===== config.mk =====
export PLATFORM = sky130hd
export DESIGN_NAME = draw_bg_pattern_flat
export DESIGN_NICKNAME = d
export VERILOG_FILES = /design/src/rtl/vga_pkg.sv /design/src/rtl/draw_bg_pattern_if.sv /design/src/rtl/sig_rom.sv /design/src/rtl/draw_bg_pattern.sv /design/src/flat_wrapper.sv
export SDC_FILE = /design/constraint.sdc
export NUM_CORES = 1
export LEC_CHECK = 0
export CAP_MARGIN = 5
export CORE_UTILIZATION = 43
export DETAILED_ROUTE_END_ITERATION = 8
export PLACE_DENSITY = 0.75
export RECOVER_POWER = 50
export SYNTH_ARGS = -nofsm -noshare
export SYNTH_HDL_FRONTEND = slang
export SYNTH_SLANG_ARGS = --single-unit
export TNS_END_PERCENT = 10

===== constraint.sdc =====
create_clock -name clk -period 2.2 [get_ports clk]
set_input_delay 0.55 -clock clk [delete_from_list [all_inputs] [get_ports clk]]
set_output_delay 0.55 -clock clk [all_outputs]
set_load 0.02 [all_outputs]

===== src/rtl/vga_pkg.sv =====
// Shared types and constants for the background pattern stage of the VGA
// pipeline: the background mode encoding, the signature bitmap and a small
// checkerboard helper.
package vga_pkg;

    typedef enum logic [1:0] {
        SOLID   = 2'd0,
        CHECKER = 2'd1,
        HGRAD   = 2'd2,
        SCROLL  = 2'd3
    } bg_mode_t;

    localparam int SIG_ROWS = 8;
    localparam int SIG_COLS = 16;

    // Row r lives at SIG_BITMAP[r]; bit c of a row is screen column c.
    localparam logic [SIG_ROWS-1:0][SIG_COLS-1:0] SIG_BITMAP = {
        16'h0000,   // row 7
        16'h0000,   // row 6
        16'h1D10,   // row 5
        16'h11B0,   // row 4
        16'h1D50,   // row 3
        16'h0550,   // row 2
        16'h1D10,   // row 1
        16'h0910    // row 0
    };

    // Parity of the tile indices: (x >> n) ^ (y >> n) equals (x ^ y) >> n,
    // and only its lowest bit decides which checker colour is shown.
    function automatic logic tile_parity(input logic [10:0] x,
                                         input logic [10:0] y,
                                         input int unsigned tile_log2);
        return |(((x ^ y) >> tile_log2) & 11'd1);
    endfunction

endpackage


===== src/rtl/draw_bg_pattern_if.sv =====
// VGA bus carried between pipeline stages: timing counters, sync/blank
// strobes and the 12-bit pixel colour.
interface draw_bg_pattern_if;

    logic [10:0] vcount;
    logic [10:0] hcount;
    logic        vsync;
    logic        vblnk;
    logic        hsync;
    logic        hblnk;
    logic [11:0] rgb;

    modport master (
        output vcount, hcount, vsync, vblnk, hsync, hblnk, rgb
    );

    modport slave (
        input vcount, hcount, vsync, vblnk, hsync, hblnk, rgb
    );

endinterface


===== src/rtl/sig_rom.sv =====
// Registered lookup of the signature bitmap. A whole row comes out one cycle
// after its index is presented; the column bit is picked downstream.
module sig_rom
    import vga_pkg::*;
(
    input  logic                        clk,
    input  logic                        rst_n,
    input  logic [$clog2(SIG_ROWS)-1:0] row,
    output logic [SIG_COLS-1:0]         row_data
);

    // Fetch the addressed bitmap row into the output register.
    always_ff @(posedge clk or negedge rst_n) begin
        if (!rst_n) begin
            row_data <= '0;
        end else begin
            row_data <= SIG_BITMAP[row];
        end
    end

endmodule


===== src/rtl/draw_bg_pattern.sv =====
// Background generator: renders one of four patterns behind a scalable
// signature bitmap. Mode requests are acknowledged at once but only take
// effect at the next frame start, so a frame is never drawn in two modes.
// Two register stages sit between the timing inputs and bus_out.
module draw_bg_pattern
    import vga_pkg::*;
#(
    parameter logic [11:0] BG_COLOR       = 12'h222,
    parameter logic [11:0] ALT_COLOR      = 12'h444,
    parameter logic [11:0] SIG_COLOR      = 12'hfff,
    parameter int unsigned SIG_X          = 0,
    parameter int unsigned SIG_Y          = 0,
    parameter int unsigned SIG_SCALE_LOG2 = 0,
    parameter int unsigned TILE_LOG2      = 5
) (
    input  logic              clk,
    input  logic              rst_n,
    input  logic [10:0]       vcount_in,
    input  logic [10:0]       hcount_in,
    input  logic              vsync_in,
    input  logic              vblnk_in,
    input  logic              hsync_in,
    input  logic              hblnk_in,
    input  logic [1:0]        mode_in,
    input  logic              mode_req,
    output logic              mode_ack,
    input  logic              sig_en,
    draw_bg_pattern_if.master bus_out
);

    bg_mode_t    pending_mode;
    bg_mode_t    active_mode;
    bg_mode_t    render_mode;
    logic [7:0]  frame_cnt;
    logic [7:0]  render_cnt;
    logic        frame_start;

    logic [10:0] scroll_x;
    logic [11:0] pattern_rgb;

    logic [11:0] sig_dx;
    logic [11:0] sig_dy;
    logic [10:0] sig_col_full;
    logic [10:0] sig_row_full;
    logic        sig_window;
    logic [2:0]  sig_row;
    logic [15:0] sig_row_data;

    logic [10:0] s1_vcount;
    logic [10:0] s1_hcount;
    logic        s1_vsync;
    logic        s1_vblnk;
    logic        s1_hsync;
    logic        s1_hblnk;
    logic        s1_blank;
    logic [11:0] s1_pattern;
    logic [3:0]  s1_col;
    logic        s1_sig_win;

    assign frame_start = (vcount_in == 11'd0) && (hcount_in == 11'd0);

    // Accept mode requests, acknowledge them next cycle, and switch the
    // active mode and advance the frame counter on every frame start.
    always_ff @(posedge clk or negedge rst_n) begin
        if (!rst_n) begin
            mode_ack     <= 1'b0;
            pending_mode <= SOLID;
            active_mode  <= SOLID;
            frame_cnt    <= 8'd0;
        end else begin
            mode_ack <= mode_req;
            if (mode_req) begin
                pending_mode <= bg_mode_t'(mode_in);
            end
            if (frame_start) begin
                active_mode <= pending_mode;
                frame_cnt   <= frame_cnt + 8'd1;
            end
        end
    end

    // Pixel (0,0) is drawn with the values that its own edge is loading, so
    // the new mode and frame count already apply to the frame-start pixel.
    always_comb begin
        render_mode = active_mode;
        render_cnt  = frame_cnt;
        if (frame_start) begin
            render_mode = pending_mode;
            render_cnt  = frame_cnt + 8'd1;
        end
    end

    assign scroll_x = hcount_in + {3'b000, render_cnt};

    // Select the background colour for the current pixel.
    always_comb begin
        pattern_rgb = BG_COLOR;
        case (render_mode)
            SOLID: begin
                pattern_rgb = BG_COLOR;
            end
            CHECKER: begin
                if (tile_parity(hcount_in, vcount_in, TILE_LOG2)) begin
                    pattern_rgb = ALT_COLOR;
                end
            end
            HGRAD: begin
                pattern_rgb = {3{hcount_in[9:6]}};
            end
            SCROLL: begin
                if (tile_parity(scroll_x, vcount_in, TILE_LOG2)) begin
                    pattern_rgb = ALT_COLOR;
                end
            end
            default: begin
                pattern_rgb = BG_COLOR;
            end
        endcase
    end

    // The subtraction is one bit wider than the counters so that its top bit
    // flags pixels left of / above the signature origin.
    assign sig_dx       = {1'b0, hcount_in} - 12'(SIG_X);
    assign sig_dy       = {1'b0, vcount_in} - 12'(SIG_Y);
    assign sig_col_full = sig_dx[10:0] >> SIG_SCALE_LOG2;
    assign sig_row_full = sig_dy[10:0] >> SIG_SCALE_LOG2;
    assign sig_row      = sig_row_full[2:0];

    assign sig_window = sig_en
                      && !sig_dx[11]
                      && !sig_dy[11]
                      && (sig_col_full < 11'(SIG_COLS))
                      && (sig_row_full < 11'(SIG_ROWS));

    sig_rom u_sig_rom (
        .clk      (clk),
        .rst_n    (rst_n),
        .row      (sig_row),
        .row_data (sig_row_data)
    );

    // Stage 1: capture the pattern colour, signature window/column, blank
    // flag and delayed timing, alongside the ROM row fetch.
    always_ff @(posedge clk or negedge rst_n) begin
        if (!rst_n) begin
            s1_vcount  <= 11'd0;
            s1_hcount  <= 11'd0;
            s1_vsync   <= 1'b0;
            s1_vblnk   <= 1'b0;
            s1_hsync   <= 1'b0;
            s1_hblnk   <= 1'b0;
            s1_blank   <= 1'b0;
            s1_pattern <= 12'h000;
            s1_col     <= 4'd0;
            s1_sig_win <= 1'b0;
        end else begin
            s1_vcount  <= vcount_in;
            s1_hcount  <= hcount_in;
            s1_vsync   <= vsync_in;
            s1_vblnk   <= vblnk_in;
            s1_hsync   <= hsync_in;
            s1_hblnk   <= hblnk_in;
            s1_blank   <= vblnk_in | hblnk_in;
            s1_pattern <= pattern_rgb;
            s1_col     <= sig_col_full[3:0];
            s1_sig_win <= sig_window;
        end
    end

    // Stage 2: blanking beats the signature, which beats the pattern.
    always_ff @(posedge clk or negedge rst_n) begin
        if (!rst_n) begin
            bus_out.vcount <= 11'd0;
            bus_out.hcount <= 11'd0;
            bus_out.vsync  <= 1'b0;
            bus_out.vblnk  <= 1'b0;
            bus_out.hsync  <= 1'b0;
            bus_out.hblnk  <= 1'b0;
            bus_out.rgb    <= 12'h000;
        end else begin
            bus_out.vcount <= s1_vcount;
            bus_out.hcount <= s1_hcount;
            bus_out.vsync  <= s1_vsync;
            bus_out.vblnk  <= s1_vblnk;
            bus_out.hsync  <= s1_hsync;
            bus_out.hblnk  <= s1_hblnk;
            if (s1_blank) begin
                bus_out.rgb <= 12'h000;
            end else if (s1_sig_win && sig_row_data[s1_col]) begin
                bus_out.rgb <= SIG_COLOR;
            end else begin
                bus_out.rgb <= s1_pattern;
            end
        end
    end

endmodule

===== src/flat_wrapper.sv =====
// flat-port wrapper written by rule: the top's interface ports become plain ports
module draw_bg_pattern_flat import vga_pkg::*;
#(
    parameter logic [11:0] BG_COLOR       = 12'h222,
    parameter logic [11:0] ALT_COLOR      = 12'h444,
    parameter logic [11:0] SIG_COLOR      = 12'hfff,
    parameter int unsigned SIG_X          = 0,
    parameter int unsigned SIG_Y          = 0,
    parameter int unsigned SIG_SCALE_LOG2 = 0,
    parameter int unsigned TILE_LOG2      = 5
)
  (clk, rst_n, vcount_in, hcount_in, vsync_in, vblnk_in, hsync_in, hblnk_in, mode_in, mode_req, mode_ack, sig_en, bus_out_vcount, bus_out_hcount, bus_out_vsync, bus_out_vblnk, bus_out_hsync, bus_out_hblnk, bus_out_rgb);
  draw_bg_pattern_if bus_out_i ();
  input  logic clk;
  input  logic rst_n;
  input  logic [10:0] vcount_in;
  input  logic [10:0] hcount_in;
  input  logic vsync_in;
  input  logic vblnk_in;
  input  logic hsync_in;
  input  logic hblnk_in;
  input  logic [1:0] mode_in;
  input  logic mode_req;
  output logic mode_ack;
  input  logic sig_en;
  output wire logic [$bits(bus_out_i.vcount)-1:0] bus_out_vcount;
  output wire logic [$bits(bus_out_i.hcount)-1:0] bus_out_hcount;
  output wire logic [$bits(bus_out_i.vsync)-1:0] bus_out_vsync;
  output wire logic [$bits(bus_out_i.vblnk)-1:0] bus_out_vblnk;
  output wire logic [$bits(bus_out_i.hsync)-1:0] bus_out_hsync;
  output wire logic [$bits(bus_out_i.hblnk)-1:0] bus_out_hblnk;
  output wire logic [$bits(bus_out_i.rgb)-1:0] bus_out_rgb;
  assign bus_out_vcount = bus_out_i.vcount;
  assign bus_out_hcount = bus_out_i.hcount;
  assign bus_out_vsync = bus_out_i.vsync;
  assign bus_out_vblnk = bus_out_i.vblnk;
  assign bus_out_hsync = bus_out_i.hsync;
  assign bus_out_hblnk = bus_out_i.hblnk;
  assign bus_out_rgb = bus_out_i.rgb;
  draw_bg_pattern #(.BG_COLOR(BG_COLOR), .ALT_COLOR(ALT_COLOR), .SIG_COLOR(SIG_COLOR), .SIG_X(SIG_X), .SIG_Y(SIG_Y), .SIG_SCALE_LOG2(SIG_SCALE_LOG2), .TILE_LOG2(TILE_LOG2)) u_core (.clk(clk), .rst_n(rst_n), .vcount_in(vcount_in), .hcount_in(hcount_in), .vsync_in(vsync_in), .vblnk_in(vblnk_in), .hsync_in(hsync_in), .hblnk_in(hblnk_in), .mode_in(mode_in), .mode_req(mode_req), .mode_ack(mode_ack), .sig_en(sig_en), .bus_out(bus_out_i));
endmodule

==> impl_metrics.ini <==
[run_status]
status = complete, but fails checks
violations = negative setup slack

[critical_path]
r2r_start = u_core.frame_cnt[1]
endpoint_kind = flip-flop
critical_path.cell_chain = buf_8, nor4_4, nand4_1, nor2_4, nand4_1, xnor2_2, ha_1, a21oi_2, o21ai_2, a41oi_2, xor2_1, xnor3_1, a221o_1
cpMaxStageDelayCell = ha_1
critPathKind = input port to flip-flop
r2r_setup_slack_ns = -0.36
start_kind = input port
crit_required_ns = 2.43
crit_fanout = 3
worstPathArrival_ns = 3.27
reg2regPathDepth = 10
timing.rr.end = u_core.s1_pattern[10]
crit_path_max_incr_delay_ns = 0.35
crit_top_cell = nand4_1

[synthesis]
synth_fp_nets = 208
synth.yosys.seq_area_share_pct = 74.8
synth-seq-cells = 79
syn_area_um2 = 2640
yosysWarnings = 0
avgSynthCellArea_um2 = 15.5
synthCells = 171
yosysTopAreaCell = dfrtp_1
yosys-top-cells-area = dfrtp_1 75%, buf_4 2.6%, ha_1 2.4%
netlist-cell-type-count = 33
synth_top_area_share_pct = 74.8

[clocking]
clk-insertion-delay-late_ns = 0.34
path_clk_slew_ns = 0.08
cts_sinks = 79
hold_buffers = 0
h-tree-depth = 3
cts_buffer_depth = 2
cts_tree = done
ctsRootBufferMaster = clkbuf_8
cts_made_buffers = 9

[hold_path]
hp-class = input port to async pin

[route]
vias = 1666
wl_per_cell_um = 13.9
vias_per_cell = 4.72
drtAntennaViolNets = 0
drt-initial-drc-count = 40
post-route-drc-count = 0
wirelength_mm = 4.89
first_pass_iters = 4

[sta]
maxSlewViolCount = 0
min_period_ns = 3.04
grt_setup_unrepaired = true
clock.fmax_ghz = 0.329
hold_violations = 0
max_slew_margin_pct = 65.3
setup_viol = 2
fin_tns_setup_ns = -1.66
worstMarginPinSlew_ns = 0.516
skew_ns = 0.00659
final.setup.worst_slack_ns = -0.843
holdWs_ns = 0.167
timing.final.crit_share_pct = 138

[placed_design]
gp_congestion = 0.764
dp_slack_ns = -1.58
dpl_cell_area_um2 = 3570
hpwlAfterDp_mm = 3.36
port_buffers = 70

[die]
coreArea_um2 = 5920
rows = 28
io_pins = 71
start_util_pct = 44.6
dieWidth_um = 80.4
die_h_um = 80.4
die_area_um2 = 6460

[global_routing]
grt_pass1_wl_mm = 7.61
grt_usage_pct = 16.5
grt_pass1_vias = 1600
grt-ovfl-total = 0
grt_antenna_before_repair = 0
grt_max_degree = 41

[pwr]
power_density_nw_per_um2 = 706
total_power_uw = 2700
peakVddDrop_mv = 0.371
p_leak_uw = 0.00176

[final_layout]
nNetsFinal = 310
diodes = 0
area_growth_pct = 44.8
design_area_um2 = 3830
drive_gt1_share_pct = 26.3

[job]
maxCapViolCount = 0
## worst max-delay path, delay by kind of cell
kind / cells / cell delay (ns)
AO/OA/AOI/OAI: 4 / 0.77
XOR/XNOR: 3 / 0.61
adder cells (fa/ha/maj): 1 / 0.35
buffers and inverters: 1 / 0.10
AND/OR/NAND/NOR: 4 / 0.88
## where the power goes
group	switching [uW]	internal, uW
registers	24.4	1510
clock network	480	440
logic	123	121
## cells by family (layout without fill, tap and decap cells)
logic type,Yosys count,count (layout),synth area share [%]
compound gates,16,16,4.21
fa+ha+maj,5,5,2.37
mux,7,7,2.89
simple gates,44,44,9.56
flops,79,79,74.8
buf+inv,12,119,2.98
xor+xnor,8,8,3.17
## through the flow
| stage | util (%) | cells |
|---|---|---|
| finish | 64.6 | 353 |
| global route | 64.6 | 353 |
| CTS | 63.8 | 349 |
| detailed placement | 60.4 | 328 |
| global placement | 60.4 | 328 |
| floorplan | - | 171 |
## what timing repair did
action,CTS,global route
gates resized for setup,58,15
pin swaps,19,13
endpoints found under the setup margin,2,2
buffers inserted,5,4
## registers in the layout, indices dropped and copies added, names as in the netlist, 2 cells and up
signal	cells
u_core.active_mode	2
u_core.bus_out.hcount	11
u_core.bus_out.rgb	4
u_core.bus_out.vcount	11
u_core.frame_cnt	6
u_core.pending_mode	2
u_core.s1_hcount	11
u_core.s1_pattern	4
u_core.s1_vcount	11
u_core.u_sig_rom.row_data	6
## cell type report
| class | instances | area [um^2] |
|---|---|---|
| fill | 454 | 2090 |
| clock buffer | 13 | 149 |
| clock inverter | 3 | 18.8 |
| sequential | 79 | 1980 |
| timing repair buffer | 100 | 891 |
| tap | 75 | 93.8 |
| inverter | 3 | 11.3 |
| multi-input combinational | 80 | 687 |
## worst max path at each step
stage                  from               endpoint  slack, ns
2_1_floorplan  vcount_in[8]  u_core.s1_pattern[10]      -0.90
3_3_place_gp   hcount_in[7]  u_core.s1_pattern[10]      -1.47
3_5_place_dp   hcount_in[7]  u_core.s1_pattern[10]      -1.58
4_1_cts        hcount_in[8]  u_core.s1_pattern[10]      -0.74
5_1_grt        vcount_in[9]  u_core.s1_pattern[10]      -0.94
6_report       hcount_in[6]  u_core.s1_pattern[10]      -0.84
## synth_stat cells
cell	n
a41oi_2	1
a221o_1	1
dfrtp_1	79
nand3b_1	3
xor2_1	2
and2_1	2
buf_4	9
or3b_2	1
nand2b_1	2
nand4_1	3
nor3_1	2
o21ai_0	5
inv_1	3
nor2_1	11
nand2_1	8
o21ai_2	1
nand4_4	1
a21boi_0	1
ha_1	5
a211oi_1	1
a21oi_1	4
and3_1	2
o21a_1	1
xnor3_1	1
nand3_1	1
mux2_2	5
nor4_1	4
xnor2_1	5
nor2_4	1
a221oi_1	1
or2_2	1
nor3b_1	2
mux2i_1	2
## routing by layer
layer	GRT usage [%]	up-vias	part of all wire (%)
li1	-	780	-
met1	20.6	818	42
met2	25.8	56	50
met3	6.14	12	5.5
met4	6.96	0	1.8
met5	0	-	0
## cell usage in the layout, fill, tap and decap left out, drive strengths merged, types with 2 or more instances in the layout
cell type / netlist / layout
nand3b: 3 / 3
inv: 3 / 3
nand4: 4 / 4
o21ai: 6 / 6
a21oi: 4 / 4
and2: 2 / 2
clkdlybuf4s15: 0 / 3
dfrtp: 79 / 79
buf: 9 / 35
dlygate4sd2: 0 / 9
ha: 5 / 5
clkdlybuf4s50: 0 / 47
xnor2: 5 / 5
nor3b: 2 / 2
mux2i: 2 / 2
xor2: 2 / 2
nand2b: 2 / 2
nor4: 4 / 4
and3: 2 / 2
clkinv: 0 / 3
nand2: 8 / 8
mux2: 5 / 5
clkbuf: 0 / 19
nor2: 12 / 12
nor3: 2 / 2
No activity file was read; power rests on OpenSTA's default activity.
